### config.mk
export PLATFORM = sky130hd
export DESIGN_NAME = decode_inst_buffer
export DESIGN_NICKNAME = d
export VERILOG_FILES = /design/src/rtl/decode_inst_buffer.sv
export SDC_FILE = /design/constraint.sdc
export NUM_CORES = 1
export LEC_CHECK = 0
export ABC_CLOCK_PERIOD_IN_PS = 5100
export CORE_MARGIN = 2
export CORE_UTILIZATION = 35
export CTS_CLUSTER_DIAMETER = 120
export CTS_CLUSTER_SIZE = 10
export DETAILED_ROUTE_END_ITERATION = 16
export PLACE_DENSITY = 0.54
export REMOVE_ABC_BUFFERS = 1
export SETUP_SLACK_MARGIN = 0.05
export SYNTH_ARGS = -nofsm -noshare
export SYNTH_HDL_FRONTEND = slang
export SYNTH_SLANG_ARGS = --single-unit
export TNS_END_PERCENT = 10
### constraint.sdc
create_clock -name clk -period 5.1 [get_ports clk]
set_input_delay 0.765 -clock clk [delete_from_list [all_inputs] [get_ports clk]]
set_output_delay 0.765 -clock clk [all_outputs]
set_load 0.05 [all_outputs]
### src/rtl/decode_inst_buffer.sv
// decode_inst_buffer
//   Instruction buffer between fetch and decode. Fetch groups, which may have
//   sparse lanes, are compacted into a circular queue. Decode sees up to
//   DECODE_WIDTH instructions per cycle. A serial instruction is always
//   presented alone in lane 0.
//
// Ports
//   clk, reset      clock and synchronous active-high reset
//   flush           drops all buffered entries on the next edge
//   in_valid/data/serial   fetch group (lane i at bits [i*DATA_W +: DATA_W])
//   in_ready        room for a whole fetch group (registered count only)
//   out_valid/data/serial  decode group, contiguous from lane 0, data zeroed
//                          on invalid lanes
//   out_ready       decode takes the whole presented group
//   count, empty    occupancy
module decode_inst_buffer #(
  parameter int DEPTH        = 8,
  parameter int FETCH_WIDTH  = 2,
  parameter int DECODE_WIDTH = 2,
  parameter int DATA_W       = 64
) (
  input  logic                             clk,
  input  logic                             reset,
  input  logic                             flush,
  input  logic [FETCH_WIDTH-1:0]           in_valid,
  input  logic [FETCH_WIDTH*DATA_W-1:0]    in_data,
  input  logic [FETCH_WIDTH-1:0]           in_serial,
  output logic                             in_ready,
  output logic [DECODE_WIDTH-1:0]          out_valid,
  output logic [DECODE_WIDTH*DATA_W-1:0]   out_data,
  output logic [DECODE_WIDTH-1:0]          out_serial,
  input  logic                             out_ready,
  output logic [$clog2(DEPTH):0]           count,
  output logic                             empty
);

  localparam int PW = $clog2(DEPTH);
  localparam int CW = PW + 1;
  localparam logic [CW-1:0] FILL_LIMIT = CW'(DEPTH - FETCH_WIDTH);

  // Storage: payload and serial flag per entry. Contents are never cleared;
  // occupancy alone decides what is visible.
  logic [DATA_W-1:0] r_mem_data [DEPTH];
  logic [DEPTH-1:0]  r_mem_serial;

  logic [PW-1:0] r_head;
  logic [PW-1:0] r_tail;
  logic [CW-1:0] r_count;

  logic [PW-1:0]           w_wr_addr [FETCH_WIDTH];
  logic [CW-1:0]           w_n_in;
  logic [PW-1:0]           w_rd_addr [DECODE_WIDTH];
  logic [DECODE_WIDTH-1:0] w_lane_serial;
  logic [DECODE_WIDTH-1:0] w_out_valid;
  logic [CW-1:0]           w_n_out;
  logic                    w_stop;
  logic                    w_push;
  logic                    w_pop;

  // Only the registered count feeds in_ready, so out_ready never reaches it.
  assign in_ready = (r_count <= FILL_LIMIT);
  assign w_push   = in_ready && (|in_valid) && !flush && !reset;
  assign w_pop    = out_ready && w_out_valid[0] && !flush;

  // Compaction: each valid lane lands at tail plus the number of valid lanes
  // below it, so sparse groups fill consecutive entries in lane order.
  always_comb begin
    w_n_in = '0;
    for (int i = 0; i < FETCH_WIDTH; i++) begin
      w_wr_addr[i] = r_tail + w_n_in[PW-1:0];
      w_n_in       = w_n_in + CW'(in_valid[i]);
    end
  end

  always_ff @(posedge clk) begin
    for (int i = 0; i < FETCH_WIDTH; i++) begin
      if (w_push && in_valid[i]) begin
        r_mem_data[w_wr_addr[i]]   <= in_data[i*DATA_W +: DATA_W];
        r_mem_serial[w_wr_addr[i]] <= in_serial[i];
      end
    end
  end

  generate
    for (genvar gi = 0; gi < DECODE_WIDTH; gi++) begin : g_out_lane
      assign w_rd_addr[gi]     = r_head + PW'(gi);
      assign w_lane_serial[gi] = r_mem_serial[w_rd_addr[gi]];
      assign out_data[gi*DATA_W +: DATA_W] =
        w_out_valid[gi] ? r_mem_data[w_rd_addr[gi]] : '0;
      assign out_serial[gi] = w_out_valid[gi] & w_lane_serial[gi];
    end
  endgenerate

  // Group formation: walk lanes from 0. A serial entry in lane 0 ends the
  // group after itself; a serial entry in a later lane ends the group just
  // before itself so it leads the next group. Any invalid lane ends the walk,
  // keeping out_valid a contiguous prefix.
  always_comb begin
    w_stop      = 1'b0;
    w_out_valid = '0;
    w_n_out     = '0;
    for (int i = 0; i < DECODE_WIDTH; i++) begin
      if (!w_stop && (CW'(i) < r_count) && !((i != 0) && w_lane_serial[i])) begin
        w_out_valid[i] = 1'b1;
        w_n_out        = w_n_out + CW'(1);
        if (w_lane_serial[i]) begin
          w_stop = 1'b1;
        end
      end else begin
        w_stop = 1'b1;
      end
    end
  end

  assign out_valid = w_out_valid;

  always_ff @(posedge clk) begin
    if (reset || flush) begin
      r_head  <= '0;
      r_tail  <= '0;
      r_count <= '0;
    end else begin
      if (w_push) begin
        r_tail <= r_tail + w_n_in[PW-1:0];
      end
      if (w_pop) begin
        r_head <= r_head + w_n_out[PW-1:0];
      end
      r_count <= r_count + (w_push ? w_n_in : '0) - (w_pop ? w_n_out : '0);
    end
  end

  assign count = r_count;
  assign empty = (r_count == '0);

endmodule

# Word level (Yosys, flattened, before mapping)
# Memory sizes are Yosys's and may differ from the RTL's. A register that Yosys moved wholly into a read port is not among the register bits.
# Cells that the tools add are included.
op_classes:
  addsub: 8
  n_lt_le_gt_ge: 9
  muxes: 28
  n_bitwise: 2
  n_reduce_logical: 18
ops:
  columns: ["operator", "count"]
  rows:
  - ["$mux 64", 2]
  - ["$bwmux 8", 2]
  - ["$lt 3x4->1 const B", 4]
  - ["$mux 8", 2]
  - ["$mux 1", 13]
  - ["$logic_and 1x1->1", 11]
  - ["$lt 1x4->1 const A", 2]
  - ["$mux 4", 2]
  - ["$bmux 1 s3", 2]
  - ["$demux 1 s3", 2]
  - ["$ge 3x1->1 const B", 2]
  - ["$mux 3", 2]
  - ["$add 4x1->4 const B", 1]
  - ["$add 4x2->4", 1]
  - ["$le 4x3->1 const B", 1]
  - ["$logic_not 1->1", 4]
  - ["$logic_not 4->1", 1]
  - ["$sub 4x4->4", 1]
  - ["$add 3x1->3", 1]
  - ["$add 3x1->3 const B", 1]
  - ["$add 3x2->3", 1]
  - ["$add 3x3->3", 1]
  - ["$add 1x1->2", 1]
  - ["$and 1x1->1", 2]
  - ["3 further kinds", 3]
totals:
  reg_bits: 18
  ram_bits: 512
  in_bits: 136
  out_inout_bits: 138
  word_cells: 70
  mem_count: 1
memory_table:
  columns: ["name", "words", "word_bits", "read_ports", "rd_ports_with_merged_regs", "write_ports", "line_no", "text"]
  rows:
  - ["r_mem_data", 8, 64, 2, 1, 2, "43", "logic [DATA_W-1:0] r_mem_data [DEPTH];"]

# Longest topological paths before layout
logic_depth:
  depth_word: 11
  depth_mapped: 17
  ltp_nobuf: 15

# Worst setup path after synthesis
# Ideal clock, no wire load.
synth_timing:
  kind: "reg-to-reg"
  startpoint: "register r_head[0]"
  endpoint: "register r_count[3] (netlist: count[3])"
  setup_time_ps: 124
  t_arrival_ps: 4651
  required_ps: 4976
  slack_ps: 325
  path_stages_with_launch: 17
  n_path_buf: 1
  period_less_slack_ps: 4775
  path_cell_list: "dfxtp_1 ha_1 clkbuf_1 nor2b_1 a2111oi_0 nor4_1 a211oi_1 ha_1 inv_1 nor3_1 fa_1 inv_1 ha_1 a21o_1 a21oi_1 xnor2_1 nor2_1"
synth_between:
  elab_chain_len: 10
  elab_cells_between_ends: 14
  classes_between: "2 x add/sub; 8 x mux; 4 x reduce/logical"
synth_rtl:
  columns: ["element", "line_no", "text"]
  rows:
  - ["from (decl)", "46", "logic [PW-1:0] r_head;"]
  - ["from (signal assigned)", "127", "r_head <= r_head + w_n_out[PW-1:0];"]
  - ["branches (longest 6 deep; another with $add 3x1->3)", null, null]
  - ["$logic_and 1x1->1 (*)", "103", "if (!w_stop && (CW'(i) < r_count) && !((i != 0) && w_lane_serial[i])) begin"]
  - ["$mux 4 (*)", "103", null]
  - ["$mux 4 (*)", "129", "r_count <= r_count + (w_push ? w_n_in : '0) - (w_pop ? w_n_out : '0);"]
  - ["$sub 4x4->4 (*)", "129", null]
  - ["to (signal assigned)", "129", null]
  - ["to (decl)", "48", "logic [CW-1:0] r_count;"]
# Mark *: on every way between the ends. The select of a mux whose other input is x is not followed.
# A chain may end at the register's enable or synchronous reset.

# Worst setup path in the final report
layout_timing:
  startpoint: "register r_head[1]"
  endpoint: "output out_data[89]"
layout_between:
  elab_chain_len: 9
  elab_cells_between_ends: 14
  classes_between: "1 x add/sub; 8 x mux; 4 x reduce/logical; 1 x memory"
layout_rtl:
  columns: ["element", "line_no", "text"]
  rows:
  - ["branches (longest 8 deep; another with $add 3x1->3)", null, null]
  - ["$mux 64 (*)", "89", "w_out_valid[gi] ? r_mem_data[w_rd_addr[gi]] : '0;"]
  - ["to (decl)", "30", "output logic [DECODE_WIDTH*DATA_W-1:0] out_data,"]
# Marked as above.

==> run_summary.xml <==
<?xml version="1.0" encoding="UTF-8"?>
<metrics>
  <group name="pwr">
    <metric name="internal_power" unit="mW">7.67</metric>
    <metric name="p_leak" unit="nW">11.6</metric>
    <metric name="clock_power_share" unit="%">36.4</metric>
    <metric name="share_of_total_power_in_sequential_cells" unit="%">47.0</metric>
    <metric name="net-switching-power" unit="mW">2.80</metric>
    <metric name="sw_frac_of_total" unit="%">26.7</metric>
    <metric name="maximum_ir_drop_on_the_vdd_rail" unit="mV">0.293</metric>
    <metric name="p_per_area" unit="nW/um2">271</metric>
    <metric name="p_comb_share" unit="%">16.6</metric>
  </group>
  <group name="clock_tree">
    <metric name="cts_tree" unit="">built</metric>
    <metric name="post_cts_resized" unit="">0</metric>
    <metric name="cts_root_buffer" unit="">clkbuf_16</metric>
    <metric name="clkLatencyLatePin" unit="ps">640</metric>
    <metric name="h-tree-depth" unit="">2</metric>
    <metric name="post_cts_hold_buffer_count" unit="">0</metric>
    <metric name="post-cts-setup-buffer-count" unit="">0</metric>
    <metric name="cts-buffers-inserted" unit="">59</metric>
    <metric name="clk_transition_reported_paths" unit="ps">60</metric>
    <metric name="cts_max_path_buffers" unit="">3</metric>
    <metric name="number_of_clock_sinks" unit="">533</metric>
  </group>
  <group name="floorplan">
    <metric name="num_io_pins" unit="">274</metric>
    <metric name="floorplan.core_area" unit="um2">91400</metric>
    <metric name="fp.dieW" unit="um">307</metric>
    <metric name="fp.dieH" unit="um">307</metric>
    <metric name="initial_core_util" unit="%">35.2</metric>
    <metric name="num_rows" unit="">111</metric>
    <metric name="dieArea" unit="um2">94400</metric>
  </group>
  <group name="synth">
    <metric name="ys_types" unit="">48</metric>
    <metric name="netlist_instances" unit="">2302</metric>
    <metric name="seq_area_frac_synth" unit="%">49.1</metric>
    <metric name="synth_warnings" unit="">0</metric>
    <metric name="asyncSetResetFlopFracSynth" unit="%">0</metric>
    <metric name="synth_area_per_cell" unit="um2">14.0</metric>
    <metric name="netlist_area" unit="um2">32200</metric>
    <metric name="commonest_register_cell_after_synthesis" unit="">edfxtp_1</metric>
    <metric name="synth.ff_latch_count" unit="">533</metric>
    <metric name="synth_enable_flop_cells" unit="">512</metric>
  </group>
  <group name="route">
    <metric name="drt-vias-per-instance" unit="">5.88</metric>
    <metric name="drt-pass1-iter-count" unit="">5</metric>
    <metric name="route.detailed.wl_per_inst" unit="um">29.1</metric>
    <metric name="drc_errors" unit="">0</metric>
    <metric name="dr_total_vias" unit="">21800</metric>
    <metric name="ant_nets" unit="">0</metric>
    <metric name="final_wirelength" unit="um">108000</metric>
    <metric name="drt-initial-drc-count" unit="">1614</metric>
  </group>
  <group name="job">
    <metric name="cap_viol_max_count" unit="">0</metric>
  </group>
  <group name="global_route">
    <metric name="pin_count_of_the_biggest_net_entering_global_routing" unit="">129</metric>
    <metric name="wire_length_of_the_first_global_routing_pass" unit="um">157000</metric>
    <metric name="first_global_vias" unit="">23200</metric>
    <metric name="antenna_found_initial" unit="">22</metric>
    <metric name="globalRoute.totalOverflow" unit="">0</metric>
    <metric name="globalRouteTotalUtil" unit="%">22.5</metric>
  </group>
  <group name="worst_setup_path">
    <metric name="cpMaxStageDelayCell" unit="">buf_4</metric>
    <metric name="worst_ep_arrival" unit="ps">4080</metric>
    <metric name="max_stage_delay" unit="ps">730</metric>
    <metric name="worst-setup-path-type" unit="">reg -&gt; out</metric>
    <metric name="worst-r2r-setup-slack" unit="ps">940</metric>
    <metric name="timing.critical_path.mode_cell" unit="">buf_4</metric>
    <metric name="worstSetupStartpointType" unit="">flop</metric>
    <metric name="crit_path_cell_trace" unit="">ha_4 &gt; buf_4 &gt; buf_4 &gt; mux2i_1 &gt; nand3_1 &gt; nand4_1 &gt; nor3_1 &gt; buf_12</metric>
    <metric name="critical_path.top_delay_family" unit="">buffers and inverters</metric>
    <metric name="crit_buf_inv" unit="">3</metric>
    <metric name="cp_data_required_time" unit="ps">4340</metric>
    <metric name="cp-end-kind" unit="">output pin</metric>
    <metric name="path_max_fanout" unit="">45</metric>
  </group>
  <group name="placed_design">
    <metric name="dpl.hpwl" unit="um">65000</metric>
    <metric name="port_buffers" unit="">272</metric>
    <metric name="place.detailed.instances" unit="">3630</metric>
    <metric name="place.gp.congestion" unit="">0.777</metric>
  </group>
  <group name="layout">
    <metric name="regArea" unit="um2">15800</metric>
    <metric name="multiInputGateArea" unit="um2">15500</metric>
    <metric name="share_of_final_layout_standard_cells_stronger_than_drive_strength_1" unit="%">30.7</metric>
    <metric name="filler_cell_count" unit="">8285</metric>
    <metric name="layout.cells.non_filler" unit="">3712</metric>
    <metric name="highest_count_cells_in_the_layout_ignoring_fill_and_taps" unit="">edfxtp_1, mux2_2, mux2i_1, nand3_1, clkdlybuf4s50_1</metric>
    <metric name="layout_commonest_cell" unit="">edfxtp_1</metric>
    <metric name="final_nets" unit="">2659</metric>
    <metric name="syn2layout_area_growth" unit="%">20.1</metric>
    <metric name="layout.core_utilization" unit="%">42.3</metric>
  </group>
  <group name="timing">
    <metric name="final_hold_viols" unit="">0</metric>
    <metric name="worst_clk_skew" unit="ps">27.5</metric>
    <metric name="worstMarginPinSlew" unit="ps">1280</metric>
    <metric name="maxSlewViolCount" unit="">0</metric>
    <metric name="finalCriticalPeriod" unit="ps">4840</metric>
    <metric name="unrepaired_setup_endpoints_after_global_routing" unit="">false</metric>
    <metric name="final.period_utilization" unit="%">94.9</metric>
    <metric name="worst_slew_margin_rel" unit="%">14.5</metric>
    <metric name="holdWs" unit="ps">611</metric>
    <metric name="highest_clock_rate" unit="GHz">0.207</metric>
    <metric name="final-setup-viol-count" unit="">0</metric>
  </group>
  <group name="worst_hold_path">
    <metric name="holdCritPathClass" unit="">reg -&gt; reg</metric>
  </group>
  <group name="run_status">
    <metric name="result_of_the_run" unit="">completed</metric>
  </group>
</metrics>
## cell families after synthesis
kind of cell	Yosys count	synth area share [%]
compound gates	28	0.692
xor+xnor	7	0.190
fa+ha+maj	18	0.793
buf+inv	224	3.41
flops	533	49.1
mux	978	37.4
other cells	1	0.0116
simple gates	513	8.40
## layout make-up
type / instances / area share [%]
flip-flops and latches: 533 / 40.9
multi-input cells: 1545 / 40.0
repair buffers: 347 / 10.9
clock buffers: 69 / 3.97
well taps: 1186 / 3.84
inverters: 19 / 0.194
clock inverters: 3 / 0.152
diodes: 10 / 0.0647
## power groups by stage
stage	Clock (mW)	Combinational (mW)	Sequential (mW)
after floorplan	0	1.03	5.02
after global placement	0	1.72	5.00
after detailed placement	0	1.74	5.01
after CTS	3.90	1.75	4.92
after global routing	4.07	1.84	4.92
final	3.81	1.74	4.92
## routing by layer
layer	wire length [um]	global-route usage, %	part of all wire [%]	vias to the layer above
li1	-	-	-	9550
met1	45300	29.0	42	11300
met2	52400	37.7	49	698
met3	6800	4.82	6.3	190
met4	3270	7.39	3.0	24
met5	148	0	0.14	-
## registers in the layout (all words and copies together) (netlist names), named ones only
register / cells
r_mem_data: 512
r_head: 3
r_mem_serial: 8
count: 4
r_tail: 3
## path summary, 6_finish.rpt
check                         startpoint                     end  depth (start not counted)
hold / removal    r_tail[0]$_SDFFE_PP0N_  r_tail[0]$_SDFFE_PP0N_                          2
setup reg to reg  r_head[0]$_SDFFE_PP0P_     count[3]$_SDFF_PP0_                         16
hold reg to reg   r_tail[0]$_SDFFE_PP0N_  r_tail[0]$_SDFFE_PP0N_                          2
setup / recovery  r_head[1]$_SDFFE_PP0P_            out_data[89]                          8
## per-stage QoR
stage	setup slack, ps	TNS, ps	total power [mW]	area, um2
finish	258	0	10.5	38700
global route	62.9	0	10.8	38700
CTS	309	0	10.6	38600
detailed placement	640	0	6.75	37000
global placement	768	0	6.72	37000
floorplan	-11520	-2686630	6.04	31200
## cell usage after synthesis (2+ instances only)
| cell type | instances | area (um2) |
|---|---|---|
| a2111oi_0 | 6 | 52.6 |
| a211oi_1 | 2 | 15.0 |
| a21oi_1 | 4 | 20.0 |
| a31o_2 | 2 | 17.5 |
| and2_1 | 4 | 25.0 |
| and3_1 | 2 | 12.5 |
| buf_1 | 57 | 214 |
| buf_2 | 28 | 140 |
| buf_4 | 15 | 113 |
| buf_6 | 22 | 248 |
| clkbuf_1 | 83 | 312 |
| dfxtp_1 | 21 | 420 |
| edfxtp_1 | 512 | 15400 |
| fa_1 | 4 | 80.1 |
| ha_1 | 14 | 175 |
| inv_1 | 19 | 71.3 |
| mux2_1 | 117 | 1320 |
| mux2_2 | 411 | 4630 |
| mux2i_1 | 322 | 3220 |
| mux4_2 | 128 | 2880 |
| nand2_1 | 9 | 33.8 |
| nand2b_1 | 7 | 43.8 |
| nand3_1 | 258 | 1290 |
| nand4_1 | 64 | 400 |
| nor2_1 | 72 | 270 |
| nor2b_1 | 9 | 56.3 |
| nor3_1 | 65 | 325 |
| nor3b_1 | 2 | 15.0 |
| nor4_1 | 6 | 37.5 |
| nor4_2 | 3 | 37.5 |
| nor4_4 | 4 | 85.1 |
| nor4bb_1 | 3 | 30.0 |
| o2111ai_1 | 3 | 26.3 |
| o211ai_1 | 5 | 37.5 |
| xnor2_1 | 4 | 35.0 |
| xor2_1 | 3 | 26.3 |
## worst min-delay path: stages (launching register included)
cell     delay, ps
dfxtp_1        400
nand3_1        120
nand2_1         50
(Power assumes the default switching activity.)
